===== src/rtl/proc_pkg.sv =====
// Shared constants for the 16-bit processor front end: opcode encodings,
// default widths, opcode field position and the fetch state type.
package proc_pkg;

    localparam int DATA_W_DEF = 16;
    localparam int ADDR_W_DEF = 5;

    localparam int OPC_HI = 15;
    localparam int OPC_LO = 13;

    localparam logic [2:0] OPC_MV  = 3'b000;
    localparam logic [2:0] OPC_MVI = 3'b001;
    localparam logic [2:0] OPC_ADD = 3'b010;
    localparam logic [2:0] OPC_SUB = 3'b011;

    typedef enum logic {
        EXPECT_INSTR = 1'b0,
        EXPECT_IMM   = 1'b1
    } fetch_state_e;

    function automatic logic [2:0] opcode_of(input logic [DATA_W_DEF-1:0] word);
        return word[OPC_HI:OPC_LO];
    endfunction

endpackage


===== src/rtl/prefetch_fifo.sv =====
// Small prefetch FIFO: synchronous push/pop, flush, head word and fill count.
// Head reads as zero while empty so DIN never shows stale data.
module prefetch_fifo #(
    parameter int DEPTH  = 4,
    parameter int DATA_W = 16
) (
    input  logic                     Clock,
    input  logic                     Resetn,
    input  logic                     flush,
    input  logic                     push,
    input  logic [DATA_W-1:0]        push_data,
    input  logic                     pop,
    output logic [DATA_W-1:0]        head,
    output logic [$clog2(DEPTH):0]   count
);

    localparam int PW = $clog2(DEPTH);
    localparam int CW = PW + 1;

    logic [DATA_W-1:0] mem [DEPTH];
    logic [PW-1:0]     rd_ptr;
    logic [PW-1:0]     wr_ptr;

    always_ff @(posedge Clock) begin
        if (push && !flush) begin
            mem[wr_ptr] <= push_data;
        end
    end

    always_ff @(posedge Clock or negedge Resetn) begin
        if (!Resetn) begin
            rd_ptr <= '0;
            wr_ptr <= '0;
            count  <= '0;
        end else if (flush) begin
            rd_ptr <= '0;
            wr_ptr <= '0;
            count  <= '0;
        end else begin
            if (push) begin
                wr_ptr <= wr_ptr + PW'(1);
            end
            if (pop) begin
                rd_ptr <= rd_ptr + PW'(1);
            end
            case ({push, pop})
                2'b10:   count <= count + CW'(1);
                2'b01:   count <= count - CW'(1);
                default: count <= count;
            endcase
        end
    end

    assign head = (count != '0) ? mem[rd_ptr] : '0;

    // The parent's issue rule must keep these from ever firing.
    assert property (@(posedge Clock) disable iff (!Resetn)
        !(push && !pop && !flush && count == CW'(DEPTH)));
    assert property (@(posedge Clock) disable iff (!Resetn)
        !(pop && !flush && count == '0));

endmodule


===== src/rtl/instr_fetch_unit.sv =====
// Instruction fetch front end: walks the PC through a synchronous ROM, buffers
// returned words in a prefetch FIFO and tags mvi immediates at the head.
//
//   state        | meaning
//   EXPECT_INSTR | head word is an instruction (Run may assert)
//   EXPECT_IMM   | head word is the immediate following an mvi
module instr_fetch_unit
    import proc_pkg::*;
#(
    parameter int         DATA_W   = DATA_W_DEF,
    parameter int         ADDR_W   = ADDR_W_DEF,
    parameter int         PROG_LEN = 16,
    parameter int         DEPTH    = 4,
    parameter logic [2:0] OPC_MVI  = proc_pkg::OPC_MVI
) (
    input  logic              Clock,
    input  logic              Resetn,
    output logic [ADDR_W-1:0] RomAddr,
    output logic              RomRen,
    input  logic [DATA_W-1:0] RomQ,
    input  logic              Take,
    input  logic              Load,
    input  logic [ADDR_W-1:0] LoadAddr,
    output logic [DATA_W-1:0] DIN,
    output logic              DinValid,
    output logic              IsImm,
    output logic              Run,
    output logic              Underrun
);

    localparam int CW = $clog2(DEPTH) + 1;

    fetch_state_e      state;
    fetch_state_e      state_nxt;
    logic [ADDR_W-1:0] pc;
    logic              inflight;
    logic [CW-1:0]     count;
    logic [CW:0]       occupancy;
    logic              push;
    logic              pop;

    // Counting the in-flight read as occupied guarantees room for its return.
    assign occupancy = {1'b0, count} + (CW+1)'(inflight);
    assign RomRen    = Resetn & ~Load & (occupancy < (CW+1)'(DEPTH));
    assign RomAddr   = pc;

    assign DinValid  = (count != '0);
    assign push      = inflight & ~Load;
    assign pop       = Take & DinValid & ~Load;
    assign IsImm     = (state == EXPECT_IMM);
    assign Run       = DinValid & ~IsImm;

    always_ff @(posedge Clock or negedge Resetn) begin
        if (!Resetn) begin
            pc       <= '0;
            inflight <= 1'b0;
        end else if (Load) begin
            pc       <= (int'(LoadAddr) >= PROG_LEN) ? '0 : LoadAddr;
            inflight <= 1'b0;
        end else if (RomRen) begin
            pc       <= (int'(pc) == PROG_LEN - 1) ? '0 : pc + ADDR_W'(1);
            inflight <= 1'b1;
        end else begin
            inflight <= 1'b0;
        end
    end

    always_ff @(posedge Clock or negedge Resetn) begin
        if (!Resetn) begin
            Underrun <= 1'b0;
        end else if (Take && !DinValid && !Load) begin
            Underrun <= 1'b1;
        end
    end

    always_ff @(posedge Clock or negedge Resetn) begin
        if (!Resetn) begin
            state <= EXPECT_INSTR;
        end else begin
            state <= state_nxt;
        end
    end

    always_comb begin
        state_nxt = state;
        if (Load) begin
            state_nxt = EXPECT_INSTR;
        end else if (pop) begin
            case (state)
                EXPECT_INSTR: if (opcode_of(DIN) == OPC_MVI) state_nxt = EXPECT_IMM;
                EXPECT_IMM:   state_nxt = EXPECT_INSTR;
                default:      state_nxt = EXPECT_INSTR;
            endcase
        end
    end

    prefetch_fifo #(
        .DEPTH  (DEPTH),
        .DATA_W (DATA_W)
    ) u_fifo (
        .Clock     (Clock),
        .Resetn    (Resetn),
        .flush     (Load),
        .push      (push),
        .push_data (RomQ),
        .pop       (pop),
        .head      (DIN),
        .count     (count)
    );

endmodule


===== config.mk =====
export PLATFORM = sky130hd
export DESIGN_NAME = instr_fetch_unit
export DESIGN_NICKNAME = d
export VERILOG_FILES = /design/src/rtl/proc_pkg.sv /design/src/rtl/prefetch_fifo.sv /design/src/rtl/instr_fetch_unit.sv
export SDC_FILE = /design/constraint.sdc
export NUM_CORES = 1
export LEC_CHECK = 0
export CAP_MARGIN = 20
export CORE_MARGIN = 2
export CORE_UTILIZATION = 47
export CTS_BUF_LIST = sky130_fd_sc_hd__clkbuf_2
export DETAILED_ROUTE_END_ITERATION = 6
export GPL_ROUTABILITY_DRIVEN = 1
export GPL_TIMING_DRIVEN = 0
export HOLD_SLACK_MARGIN = 0.05
export PLACE_DENSITY = 0.67
export SYNTH_ARGS = -nofsm -noshare
export SYNTH_HDL_FRONTEND = slang
export SYNTH_SLANG_ARGS = --single-unit
export TNS_END_PERCENT = 30

===== constraint.sdc =====
create_clock -name Clock -period 3.92 [get_ports Clock]
set_input_delay 0.784 -clock Clock [delete_from_list [all_inputs] [get_ports Clock]]
set_output_delay 0.784 -clock Clock [all_outputs]
set_load 0.02 [all_outputs]

==> qor_table.md <==
| Step | Metric | This run |
|:---|:---|:---|
| global route | GRT Overall Usage | 0.165 |
| power | Internal power | 1730 uW |
| logic synthesis | Flops & latches, synth | 79 |
| power | Max rail drop VDD | 0.312 mV |
| global route | Via count of the first global-routing pass | 1,855 |
| layout | Post-route core utilization | 0.600 |
| global route | Global-route wire length before repair | 9.21 mm |
| layout | Area of combinational cells with multiple inputs | 963 sq um |
| placed design | Hpwl dp | 3.92 mm |
| logic synthesis | Sequential share of the synthesized area | 0.689 |
| detailed routing | Drt pass-1 iters | 4 |
| worst setup path | Category of the worst setup path capture point | primary output |
| clock network | CTS-repair resized insts | 0 |
| timing | RSZ-0062 raised after global routing | no |
| power | Gate power share | 0.387 |
| detailed routing | # DRC | 0 |
| timing | Fin Clk Skew | 0.0130 ns |
| clock network | Post-CTS Setup Bufs | 0 |
| layout | Share of cells above drive strength 1 | 0.123 |
| layout | Number of antenna diodes | 0 |
| logic synthesis | Number of distinct library cell variants in the gate-level netlist after synthesis | 37 |
| timing | Slew at the pin closest to its max-slew limit | 0.929 ns |
| power | Leakage | 0.00145 uW |
| worst setup path | Data required time of the worst path | 3.14 ns |
| timing | Period utilisation layout | 0.942 |
| logic synthesis | Post-synth EDFFs | 64 |
| timing | Number of pins with negative max-slew slack in the final report | 0 |
| detailed routing | Count of antenna-violating nets left after detailed routing | 0 |
| worst hold path | Worst min-delay path class | reg2reg |
| clock network | CTS Sinks | 79 |
| detailed routing | DR vias/cell | 5.25 |
| floorplan | Height of the die | 88.2 um |
| layout | Fin nets | 279 |
| detailed routing | Final routed wirelength across all metal layers | 6.02 mm |
| logic synthesis | YS warnings | 0 |
| detailed routing | Number of design-rule violations left by the first detailed-router iteration | 95 |
| power | Total chip power | 2530 uW |
| logic synthesis | Commonest register cell after synthesis | edfxtp_1 |
| clock network | CTS tree | built |
| floorplan | Row count | 30 |
| timing | Highest clock rate | 271 MHz |
| layout | Sequential standard cell area | 2300 sq um |
| power | Share of total power in the clock network | 0.216 |
| floorplan | Area of the placeable core | 6830 sq um |
| worst setup path | Critical Path Slowest Stage Cell | clkdlybuf4s50_1 |
| floorplan | Die area | 7780 sq um |
| worst setup path | Worst-path cell chain | clkdlybuf4s50_1 -> nand3b_1 -> nor2_1 -> clkdlybuf4s50_1 |
| layout | Fillcell total | 560 |
| clock network | Number of H-tree levels | 3 |
| clock network | Post-cts hold buffer count | 0 |
| logic synthesis | Leading cell types by total area after synthesis | edfxtp_1, dfrtp_1, mux4_1 |
| logic synthesis | Top cells by instance count after synthesis | edfxtp_1, and2_1, dfrtp_1 |
| logic synthesis | Most instantiated library cell after synthesis | edfxtp_1 |
| placed design | Worst Setup Slack post-DPL | 0.168 ns |
| logic synthesis | Net count of the mapped netlist | 219 |
| worst setup path | WS Path Type | in2out |
| timing | Hold Vio Cnt, Final | 0 |
| power | Total net switching power | 803 uW |
| logic synthesis | Share of the synthesized area in the top cell type | 0.577 |
| placed design | Last weighted congestion value of the routability-driven placer | 0.811 |
| global route | Largest net degree at the start of global routing | 18 |
| logic synthesis | Share of flip-flops with an asynchronous set or reset | 0.190 |
| detailed routing | Routed vias | 1,831 |
| timing | PnR worst setup slack | 0.226 ns |
| floorplan | Number of top-level pins | 51 |
| worst setup path | Cell family with most CP delay | buffers and inverters |
| clock network | Cts bufs inserted | 9 |
| layout | Final instance area | 4100 sq um |
| logic synthesis | Post-Synthesis Cell Area | 3330 sq um |
| timing | Minimum clock period | 3.69 ns |
| global route | Total congestion overflow | 0 |
| power | Switching part of the total power | 0.317 |
| power | Power share of the sequential group | 0.397 |
| status | Run status | finished clean |
| clock network | Clock Path Buffers | 2 |
| timing | Final number of setup-violating endpoints | 0 |
| clock network | Library cell used as clock root buffer | clkbuf_2 |
| worst setup path | Sum of buffers and inverters on the critical path | 2 |
| placed design | Number of I/O port buffers | 49 |
| logic synthesis | Number of standard cells after synthesis | 188 |
| global route | Initial antenna violation count | 0 |
| timing | Max-slew headroom | 0.381 |
| clock network | Clk Latency, worst-skew pair | 0.50 ns |
| flow run | Max Cap Violations | 0 |
| worst setup path | Most common cell type on the critical path | clkdlybuf4s50_1 |
| worst setup path | Crit-path max FO | 17 |
| worst setup path | Maximum cell stage delay along the critical path | 0.96 ns |
| worst setup path | Critical path data arrival time | 2.91 ns |
| detailed routing | Average detailed-routed wire length per instance | 17.2 um |
| power | Power density over the cells | 617 nW/um^2 |
| logic synthesis | Mean area per synthesized cell | 17.7 sq um |
| placed design | Post-placement cell area | 3940 sq um |
| floorplan | Initial Util | 0.488 |
| timing | Final sum of negative setup slack | 0 ns |
| floorplan | Die width | 88.2 um |
| clock network | Clock transition at path regs | 0.19 ns |
| logic synthesis | Cell type contributing the most total cell area after synthesis | edfxtp_1 |
| layout | Area growth from synthesis to layout | 23.0% |
| worst setup path | Type of element launching the critical path | input pin |
-- cell usage in the layout (no fill, tap or decap), types with 2 or more instances in the layout --
cell | netlist | layout
buf_2 | 3 | 3
mux4_1 | 9 | 9
inv_1 | 4 | 4
mux4_2 | 7 | 7
ha_1 | 5 | 5
edfxtp_1 | 64 | 64
nor3_1 | 3 | 3
clkbuf_1 | 3 | 3
nor3b_1 | 2 | 2
o22ai_1 | 3 | 3
nand3_1 | 3 | 3
and2_1 | 20 | 20
nor2b_1 | 2 | 2
bufinv_16 | 0 | 3
dfrtp_1 | 15 | 15
mux2i_1 | 4 | 4
xnor2_1 | 2 | 2
clkdlybuf4s50_1 | 0 | 49
nor2_1 | 12 | 12
clkbuf_2 | 0 | 12
xor2_1 | 3 | 3
nand2_1 | 5 | 5
o21ai_0 | 2 | 2
-- worst register-to-register path: stages (launching register included) --
cell and delay [ns]:
dfrtp_1 0.52, nor3_1 0.36, inv_1 0.27, nand2_1 0.15, nor2_1 0.06, fa_1 0.37
nor3_1 0.22, o21ai_0 0.12, nor3b_1 0.15
-- power by group through the flow --
stage | Sequential, uW | Clock [uW] | Combinational, uW
after CTS | 1010 | 557 | 996
after detailed placement | 1020 | 0 | 991
after global routing | 1010 | 594 | 1050
after global placement | 1020 | 0 | 987
after floorplan | 1020 | 0 | 583
final | 1000 | 546 | 979
-- per-stage QoR --
stage,hold slack (ns),std cells
global route,0.523,349
detailed placement,0.450,333
finish,0.484,349
floorplan,0.488,188
CTS,0.491,349
global placement,0.442,333
-- routing by layer --
metal | wire length (um) | GRT usage | up-vias | part of all wire
met2 | 3030 | 0.278 | 44 | 0.50
li1 | - | - | 856 | -
met5 | 0 | 0 | - | 0
met3 | 250 | 0.0401 | 11 | 0.042
met4 | 98 | 0.0675 | 0 | 0.016
met1 | 2650 | 0.205 | 920 | 0.44
-- final timing paths --
check,slack [ns],from,cells after the start,endpoint
worst max-delay path,0.23,Resetn,4,RomRen
worst min-delay path,0.48,Underrun$_DFFE_PN0P_,1,Underrun$_DFFE_PN0P_
worst max register to register,1.60,u_fifo.count[0]$_DFFE_PN0P_,8,u_fifo.count[2]$_DFFE_PN0P_
worst min register to register,0.48,Underrun$_DFFE_PN0P_,1,Underrun$_DFFE_PN0P_
max in group asynchronous,2.76,Resetn,1,RomAddr[4]$_DFFE_PN0P_
min in group asynchronous,0.69,Resetn,1,RomAddr[3]$_DFFE_PN0P_
-- kinds of logic after synthesis --
group	after synthesis	share of synthesized area
and+or+nand+nor	54	0.0908
DFF	79	0.689
adders and majority gates	6	0.0248
xor gates and xnor gates	5	0.0131
buffers and inverters	12	0.0218
muxes	20	0.130
AOI/OAI and AO/OA	12	0.0300
-- registers in the layout, summed over array words and instances, names as in the netlist --
name / cells
RomAddr: 5
Underrun: 1
inflight: 1
u_fifo.count: 3
u_fifo.wr_ptr: 2
u_fifo.rd_ptr: 2
u_fifo.mem: 64
IsImm: 1
-- area by class of cell --
type / instances / area share
Buffer: 8 / 0.0140
Clock buffer: 12 / 0.0147
Clock inverter: 4 / 0.0232
Inverter: 4 / 0.00366
Multi-Input combinational cell: 97 / 0.235
Sequential cell: 79 / 0.560
Tap cell: 96 / 0.0293
Timing Repair Buffer: 49 / 0.120
No activity file was read; power rests on OpenSTA's default activity.
